File: src/rtl/uart_sched_pkg.sv
// rtl/uart_sched_pkg.sv - shared constants and read-FSM state type for uart_tx_sched
package uart_sched_pkg;

    localparam int DEFAULT_DATA_SIZE = 8;
    localparam int DEFAULT_STAT_W    = 16;

    typedef enum logic [2:0] {
        ST_IDLE      = 3'd0,
        ST_LOAD      = 3'd1,
        ST_START     = 3'd2,
        ST_WAIT_BUSY = 3'd3,
        ST_WAIT_DONE = 3'd4
    } sched_state_t;

endpackage

File: src/rtl/rr_arb2.sv
// rtl/rr_arb2.sv - two-way round-robin arbiter, one-hot grant, pointer moves only on advance
module rr_arb2 (
    input  logic       clk,
    input  logic       rst_n,
    input  logic [1:0] req,
    input  logic       advance,
    output logic [1:0] grant
);

    // 1 means channel 1 won the most recent accepted transfer, so channel 0 wins the next tie
    logic last_winner;

    always_comb begin
        grant = 2'b00;
        case (req)
            2'b01:   grant = 2'b01;
            2'b10:   grant = 2'b10;
            2'b11:   grant = last_winner ? 2'b01 : 2'b10;
            default: grant = 2'b00;
        endcase
    end

    always_ff @(posedge clk or negedge rst_n) begin
        if (!rst_n) begin
            last_winner <= 1'b1;
        end else if (advance) begin
            last_winner <= grant[1];
        end
    end

endmodule

File: src/rtl/uart_tx_sched.sv
// rtl/uart_tx_sched.sv - two-channel round-robin FIFO writer and UART TX read sequencer
// Optional per-channel accepted-byte counters are built when SCHED_STATS_EN is defined.
module uart_tx_sched
    import uart_sched_pkg::*;
#(
    parameter int DATA_SIZE = DEFAULT_DATA_SIZE,
    parameter int STAT_W    = DEFAULT_STAT_W
) (
    input  logic                 clk,
    input  logic                 rst_n,
    input  logic [DATA_SIZE-1:0] ch0_data,
    input  logic                 ch0_valid,
    output logic                 ch0_ready,
    input  logic [DATA_SIZE-1:0] ch1_data,
    input  logic                 ch1_valid,
    output logic                 ch1_ready,
    output logic [DATA_SIZE-1:0] fifo_din,
    output logic                 fifo_wr_en,
    input  logic                 fifo_full,
    input  logic [DATA_SIZE-1:0] fifo_dout,
    input  logic                 fifo_empty,
    output logic                 fifo_rd_en,
    output logic                 tx_start,
    input  logic                 tx_busy,
`ifdef SCHED_STATS_EN
    output logic [STAT_W-1:0]    stat_cnt0,
    output logic [STAT_W-1:0]    stat_cnt1,
`endif
    output logic [DATA_SIZE-1:0] tx_data
);

    if (STAT_W < 1 || DATA_SIZE < 1) begin : g_param_check
        $error("uart_tx_sched: DATA_SIZE and STAT_W must be at least 1");
    end

    logic [1:0]   req;
    logic [1:0]   grant;
    logic [1:0]   accept;
    sched_state_t state;
    sched_state_t state_nxt;

    assign req = {ch1_valid, ch0_valid};

    rr_arb2 u_arb (
        .clk     (clk),
        .rst_n   (rst_n),
        .req     (req),
        .advance (fifo_wr_en),
        .grant   (grant)
    );

    // A full FIFO blocks the grant from completing; the arbiter pointer only moves on a real write
    assign ch0_ready  = grant[0] & ~fifo_full;
    assign ch1_ready  = grant[1] & ~fifo_full;
    assign accept     = req & {ch1_ready, ch0_ready};
    assign fifo_wr_en = |accept;
    assign fifo_din   = grant[1] ? ch1_data : ch0_data;

    always_comb begin
        state_nxt = state;
        case (state)
            ST_IDLE:      if (!fifo_empty && !tx_busy) state_nxt = ST_LOAD;
            ST_LOAD:      state_nxt = ST_START;
            ST_START:     state_nxt = ST_WAIT_BUSY;
            ST_WAIT_BUSY: if (tx_busy) state_nxt = ST_WAIT_DONE;
            ST_WAIT_DONE: if (!tx_busy) state_nxt = ST_IDLE;
            default:      state_nxt = ST_IDLE;
        endcase
    end

    always_ff @(posedge clk or negedge rst_n) begin
        if (!rst_n) begin
            state   <= ST_IDLE;
            tx_data <= '0;
        end else begin
            state <= state_nxt;
            if (state == ST_LOAD) begin
                tx_data <= fifo_dout;
            end
        end
    end

    // Strobes decode straight from state so reset removes them without waiting for a clock
    assign fifo_rd_en = (state == ST_LOAD);
    assign tx_start   = (state == ST_START);

`ifdef SCHED_STATS_EN
    always_ff @(posedge clk or negedge rst_n) begin
        if (!rst_n) begin
            stat_cnt0 <= '0;
            stat_cnt1 <= '0;
        end else begin
            if (accept[0] && stat_cnt0 != '1) stat_cnt0 <= stat_cnt0 + 1'b1;
            if (accept[1] && stat_cnt1 != '1) stat_cnt1 <= stat_cnt1 + 1'b1;
        end
    end
`endif

endmodule

File: config.mk
export PLATFORM = sky130hd
export DESIGN_NAME = uart_tx_sched
export DESIGN_NICKNAME = d
export VERILOG_FILES = /design/src/rtl/uart_sched_pkg.sv /design/src/rtl/rr_arb2.sv /design/src/rtl/uart_tx_sched.sv
export SDC_FILE = /design/constraint.sdc
export NUM_CORES = 1
export LEC_CHECK = 0
export ABC_AREA = 0
export CORE_UTILIZATION = 30
export DETAILED_ROUTE_END_ITERATION = 6
export GPL_TIMING_DRIVEN = 1
export PLACE_DENSITY_LB_ADDON = 0.12
export SLEW_MARGIN = 20
export SYNTH_ARGS = -nofsm -noshare
export SYNTH_HDL_FRONTEND = slang
export SYNTH_SLANG_ARGS = --single-unit
File: constraint.sdc
create_clock -name clk -period 1.6 [get_ports clk]
set_input_delay 0.16 -clock clk [delete_from_list [all_inputs] [get_ports clk]]
set_output_delay 0.16 -clock clk [all_outputs]
set_load 0.01 [all_outputs]
==> impl_metrics.tcl, run 1 <==
set metrics [dict create \
    outcome "complete, but fails checks" \
    violations "negative setup slack" \
    io_buffer_count 51 \
    rows 16 \
    antenna_found_initial 0 \
    seq_area_frac_synth_pct 47.5 \
    worst-path-buf-inv 2 \
    grt_use_total_pct 16.2 \
    hp-class "in2async" \
    place_congestion 0.732 \
    cp.arrival_ps 1470 \
    r2r_slack_ps 300 \
    critPathMaxStageDelay_ps 390 \
    finalNetCount 146 \
    fin_cells 141 \
    htree_levels 1 \
    relSlewSlack_pct 64.9 \
    synth-seq-cells 12 \
    netlist_area_um2 634 \
    power_frac_seq_pct 32.0 \
    cts_hold_buffers 0 \
    clk-insertion-delay-late_ps 270 \
    clock.fmax_mhz 614 \
    critPathMostFrequentCell "buf_6" \
    antenna_cells 0 \
    die_w_um 48.0 \
    startpoint_type "flop" \
    clockBufferDepth 2 \
    total_leakage_power_nw 0.622 \
    grt_pass1_vias 584 \
    area_growth_pct 113 \
    max_cap_viol_count 0 \
    cp_max_fo 5 \
    fin_crit_sh_pct 102 \
    ys_warn_count 0 \
    fp.dieArea_um2 2300 \
    grt_setup_unrepaired "yes" \
    cp_cell_sequence "a21boi_4, buf_6, mux2_4, buf_6" \
    cts-root-buf "clkbuf_4" \
    p_sw_uw 501 \
    viasPerCell 4.51 \
    first_pass_iters 2 \
    drc_errors 0 \
    placedCellCount 132 \
    antenna_left 0 \
    core_um2 1980 \
    end_kind "output pin" \
    synth_fp_nets 79 \
    finalMaxSlewViolations 0 \
    worst_slew_pin_slew_ps 525 \
    hold_viol 0 \
    ir_drop_v 0.000876 \
    r2r_end "tx_data[7]" \
    ios 52 \
    required_ps 1440 \
    grt_pass1_wl_um 2460 \
    worstReg2RegStart "state[2]" \
    pwr-share-comb_pct 53.9 \
    drive_above_1_share_pct 40.4 \
    critical-path-top-delay-family "flip-flops" \
    overflow 0 \
    hpwl_um 1290 \
    cts.sinks 12 \
    power_density_nw_per_um2 1250 \
    synthCells 48 \
    cpMaxStageDelayCell "dfstp_2" \
    worst-setup-path-type "reg2out" \
    tritoncts "built" \
    total_power_mw 1.69 \
    die_h_um 48.0 \
    pre_cts_ws_ps -373 \
    synth_cell_type_count 19 \
    dpl_cell_area_um2 1220 \
    holdWs_ps 232 \
    p_sw_share_pct 29.7 \
    post_drt_wl_per_cell_um 12.3 \
    setup_viol 8 \
    drtIter0Drc 4 \
    cts_made_buffers 3 \
    p_int_mw 1.18 \
    drt-total-wl_um 1730 \
    start_util_pct 32.0 \
    finalSetupTns_ps -193 \
    post-route-util_pct 68.2 \
    path_clk_slew_ps 70 \
    fin_crit_ps 1630 \
    worst_slack_ps -29.3 \
    clkPwrFrac_pct 14.1 \
    finalClockSkew_ps 1.36 \
    grt_max_degree 13 \
    vias 636 \
    stdcell_area_um2 1350 \
    fillers 141 \
    r2r_cells 3 \
    syn_avg_cell_area_um2 13.2 \
]
[state kept, by name, summed over array words and instances (netlist names)]
signal / cells
state: 3
tx_data: 8
u_arb.last_winner: 1
[power groups by stage]
stage	clock (mW)	sequential (mW)	combinational, mW
after floorplan	0	0.601	0.350
after global placement	0	0.531	0.881
after detailed placement	0	0.541	0.887
after CTS	0.248	0.538	0.918
after global routing	0.259	0.556	0.993
final	0.238	0.539	0.908
[worst max path at each step]
| stage | start | end | cells past startpoint |
|---|---|---|---|
| after floorplan | state[2] | tx_data[0] | 3 |
| after global placement | ch1_valid | fifo_din[5] | 4 |
| after detailed placement | ch1_valid | fifo_din[6] | 4 |
| after CTS | u_arb.last_winner | fifo_din[4] | 4 |
| after global routing | u_arb.last_winner | fifo_din[5] | 4 |
| final | u_arb.last_winner | fifo_din[2] | 4 |
[synth_stat cells]
| master | number | area share [%] |
|---|---|---|
| o21bai_1 | 2 | 2.4 |
| a21boi_0 | 2 | 2.4 |
| dfstp_2 | 1 | 4.1 |
| nor3b_2 | 1 | 2.0 |
| nand2b_1 | 1 | 0.99 |
| dfrtp_1 | 11 | 43 |
| nor2b_1 | 1 | 0.99 |
| nor2_1 | 3 | 1.8 |
| nor3b_1 | 1 | 1.2 |
| mux2i_1 | 1 | 1.6 |
| a21o_1 | 1 | 1.2 |
| a21oi_1 | 1 | 0.79 |
| or3b_1 | 1 | 1.4 |
| a31oi_1 | 1 | 0.99 |
| a21boi_4 | 1 | 3.0 |
| buf_6 | 1 | 1.8 |
| inv_1 | 1 | 0.59 |
| mux2_2 | 16 | 28 |
| nand3b_1 | 1 | 1.2 |
[what timing repair did]
action	4_1_cts	5_1_grt
resized for setup	64	3
setup endpoints to repair	13	9
hold endpoints to repair	0	0
buffers inserted	5	0
cloned	0	0
pin swaps	1	0
[metal layers]
metal | global-route usage, % | vias to the layer above | part of all wire, %
met4 | 6.67 | 0 | 0.69
met3 | 8.30 | 2 | 11
met5 | 0 | - | 0
met1 | 17.7 | 283 | 42
met2 | 26.5 | 44 | 46
li1 | - | 307 | -
[final cells by class]
type                       count  area [um2]  area share (%)
tap                           27        33.8            2.50
multi-input combinational     34         355            26.3
sequential                    12         302            22.3
clock buffer                   4        36.3            2.69
inverter                       1        3.75           0.278
timing repair buffer          63         621            45.9
[cells in the final DEF, fill, tap and decap left out, drive strengths merged]
cell type	synthesis	routed
mux2i	1	1
clkbuf	0	4
or3b	1	1
nand2b	1	1
a21o	1	1
dfrtp	11	11
a21boi	3	3
a31oi	1	1
mux2	16	16
a21oi	1	1
nor2	3	3
dfstp	1	1
inv	1	1
o21bai	2	2
buf	1	21
dlymetal6s2s	0	1
nor2b	1	1
nor3b	2	2
nand3b	1	1
dlygate4sd2	0	5
clkdlybuf4s50	0	36
[cells by family after synthesis]
family	count (synthesis)	synth area share [%]
muxes	17	30.0
and+or+nand+nor	9	9.47
AOI/OAI and AO/OA	8	10.7
buffers and inverters	2	2.37
DFF	12	47.5
Note: power is estimated with default switching activity, not from simulation.
==> inputs of run 2 (changes only) <==
- SETUP_SLACK_MARGIN: default -> 0.4
==> run 2 against run 1 <==
Against the previous run: the run still ends with negative setup slack left; largest power group unchanged; die area unchanged; fmax down 0.18%; cell count up 2.8%; flip-flop and latch count stayed put; clock power is essentially flat; critical path type unchanged; count of clock-buffer cells in the layout did not move; largest cell class unchanged; global-route usage grew 1.0 points; design area rose by 4.3%; highest routed layer unchanged.
==> impl_metrics.tcl, run 2 (synthesized netlist as in run 1, its figures left out) <==
set metrics [dict create \
    outcome "complete, but fails checks" \
    violations "negative setup slack" \
    overflow 0 \
    pwr-share-comb_pct 56.4 \
    finalNetCount 150 \
    hp-class "in2async" \
    worst-setup-path-type "reg2out" \
    placedCellCount 132 \
    clk-insertion-delay-late_ps 270 \
    cts.sinks 12 \
    finalClockSkew_ps 2.05 \
    grt_setup_unrepaired "yes" \
    cts-root-buf "clkbuf_4" \
    tritoncts "built" \
    antenna_found_initial 0 \
    worstReg2RegStart "state[2]" \
    place_congestion 0.732 \
    power_frac_seq_pct 30.2 \
    p_sw_uw 546 \
    clkPwrFrac_pct 13.4 \
    drive_above_1_share_pct 46.6 \
    fp.dieArea_um2 2300 \
    worst_slack_ps -32.4 \
    critical-path-top-delay-family "flip-flops" \
    io_buffer_count 51 \
    clock.fmax_mhz 613 \
    multi_input_area_um2 389 \
    pre_cts_ws_ps -373 \
    htree_levels 1 \
    cp_max_fo 5 \
    r2r_cells 3 \
    hpwl_um 1290 \
    cp_cell_sequence "a21boi_4, buf_6, mux2_4, buf_6" \
    path_clk_slew_ps 80 \
    post-route-util_pct 71.1 \
    holdWs_ps 231 \
    start_util_pct 32.0 \
    relSlewSlack_pct 64.7 \
    drtIter0Drc 3 \
    die_w_um 48.0 \
    dpl_cell_area_um2 1220 \
    core_um2 1980 \
    fin_crit_ps 1630 \
    ios 52 \
    clockBufferDepth 2 \
    drc_errors 0 \
    critPathMostFrequentCell "buf_6" \
    cpMaxStageDelayCell "dfstp_2" \
    end_kind "output pin" \
    drt-total-wl_um 1880 \
    antenna_left 0 \
    rows 16 \
    critPathMaxStageDelay_ps 390 \
    layout_commonest_cell "clkdlybuf4s50_1" \
    cp.arrival_ps 1470 \
    post_drt_wl_per_cell_um 12.9 \
    grt_pass1_vias 622 \
    hold_viol 0 \
    total_leakage_power_nw 0.673 \
    biggestRegsByFlops "tx_data x8, state x3, u_arb.last_winner x1" \
    largest_register_ffs 8 \
    die_h_um 48.0 \
    grt_use_total_pct 17.2 \
    worst_slew_pin_slew_ps 527 \
    top_register "tx_data" \
    viasPerCell 4.58 \
    setup_viol 8 \
    worst-path-buf-inv 2 \
    vias 664 \
    finalSetupTns_ps -221 \
    area_growth_pct 122 \
    fillers 133 \
    startpoint_type "flop" \
    fin_cells 145 \
    required_ps 1440 \
    grt_pass1_wl_um 2600 \
    layout_common_cells "clkdlybuf4s50_1, buf_6, mux2_4, dlygate4sd2_1, dfrtp_1" \
    seqCellArea_um2 302 \
    ir_drop_v 0.000968 \
    antenna_cells 0 \
    r2r_end "tx_data[5]" \
    p_int_mw 1.23 \
    worstSetupPathDepth 4 \
    max_cap_viol_count 0 \
    stdcell_area_um2 1410 \
    first_pass_iters 3 \
    total_power_mw 1.78 \
    fin_crit_sh_pct 102 \
    p_sw_share_pct 30.7 \
    grt_max_degree 13 \
    cts_made_buffers 3 \
    power_density_nw_per_um2 1260 \
    r2r_slack_ps 350 \
    finalMaxSlewViolations 0 \
]
-- run 2: cell count changes in the layout (fill, tap and decap cells not counted), sizes merged --
cell / delta
dlygate4sd2: +6
buf: +7
clkdlybuf4s50: -8
dlymetal6s2s: -1
-- run 2: worst max path at each step --
stage | start | endpoint | slack, ps
2_1_floorplan | state[2] | tx_data[0] | 400
3_3_place_gp | ch1_valid | fifo_din[5] | -360
3_5_place_dp | ch1_valid | fifo_din[6] | -370
4_1_cts | u_arb.last_winner | fifo_din[4] | -30
5_1_grt | u_arb.last_winner | fifo_din[5] | -90
6_report | u_arb.last_winner | fifo_din[4] | -30
-- run 2: layer usage --
layer / vias to the layer above / global-route usage [%] / routed length [um]
li1: 315 / - / -
met1: 300 / 18.9 / 811
met2: 45 / 28.6 / 845
met3: 4 / 8.30 / 199
met4: 0 / 6.67 / 21
met5: - / 0 / 0
-- run 2: worst register-to-register path, stage by stage (launching register included) --
cell     delay (ps)
dfrtp_1         420
nor3b_2         210
buf_6           190
mux2_4          310
-- run 2: layout make-up --
type                    count  area share (%)
clock buffers               4            2.58
inverters                   1           0.266
multi-input cells          34            27.6
flip-flops and latches     12            21.4
well taps                  27            2.40
repair buffers             67            45.7
-- run 2: power by group through the flow --
| stage | sequential (mW) | combinational, mW | clock, mW |
|---|---|---|---|
| 6_report | 0.536 | 1.00 | 0.239 |
| 3_3_place_gp | 0.531 | 0.881 | 0 |
| 3_5_place_dp | 0.541 | 0.887 | 0 |
| 4_1_cts | 0.533 | 0.971 | 0.248 |
| 2_1_floorplan | 0.601 | 0.350 | 0 |
| 5_1_grt | 0.559 | 1.09 | 0.259 |
-- run 2: what timing repair did --
item / in CTS / in global routing
gates resized for setup: 94 / 6
pin swaps: 4 / 2
hold endpoints to repair: 0 / 0
hold buffers: 0 / 0
setup endpoints to repair: 29 / 21
setup buffers: 7 / 2
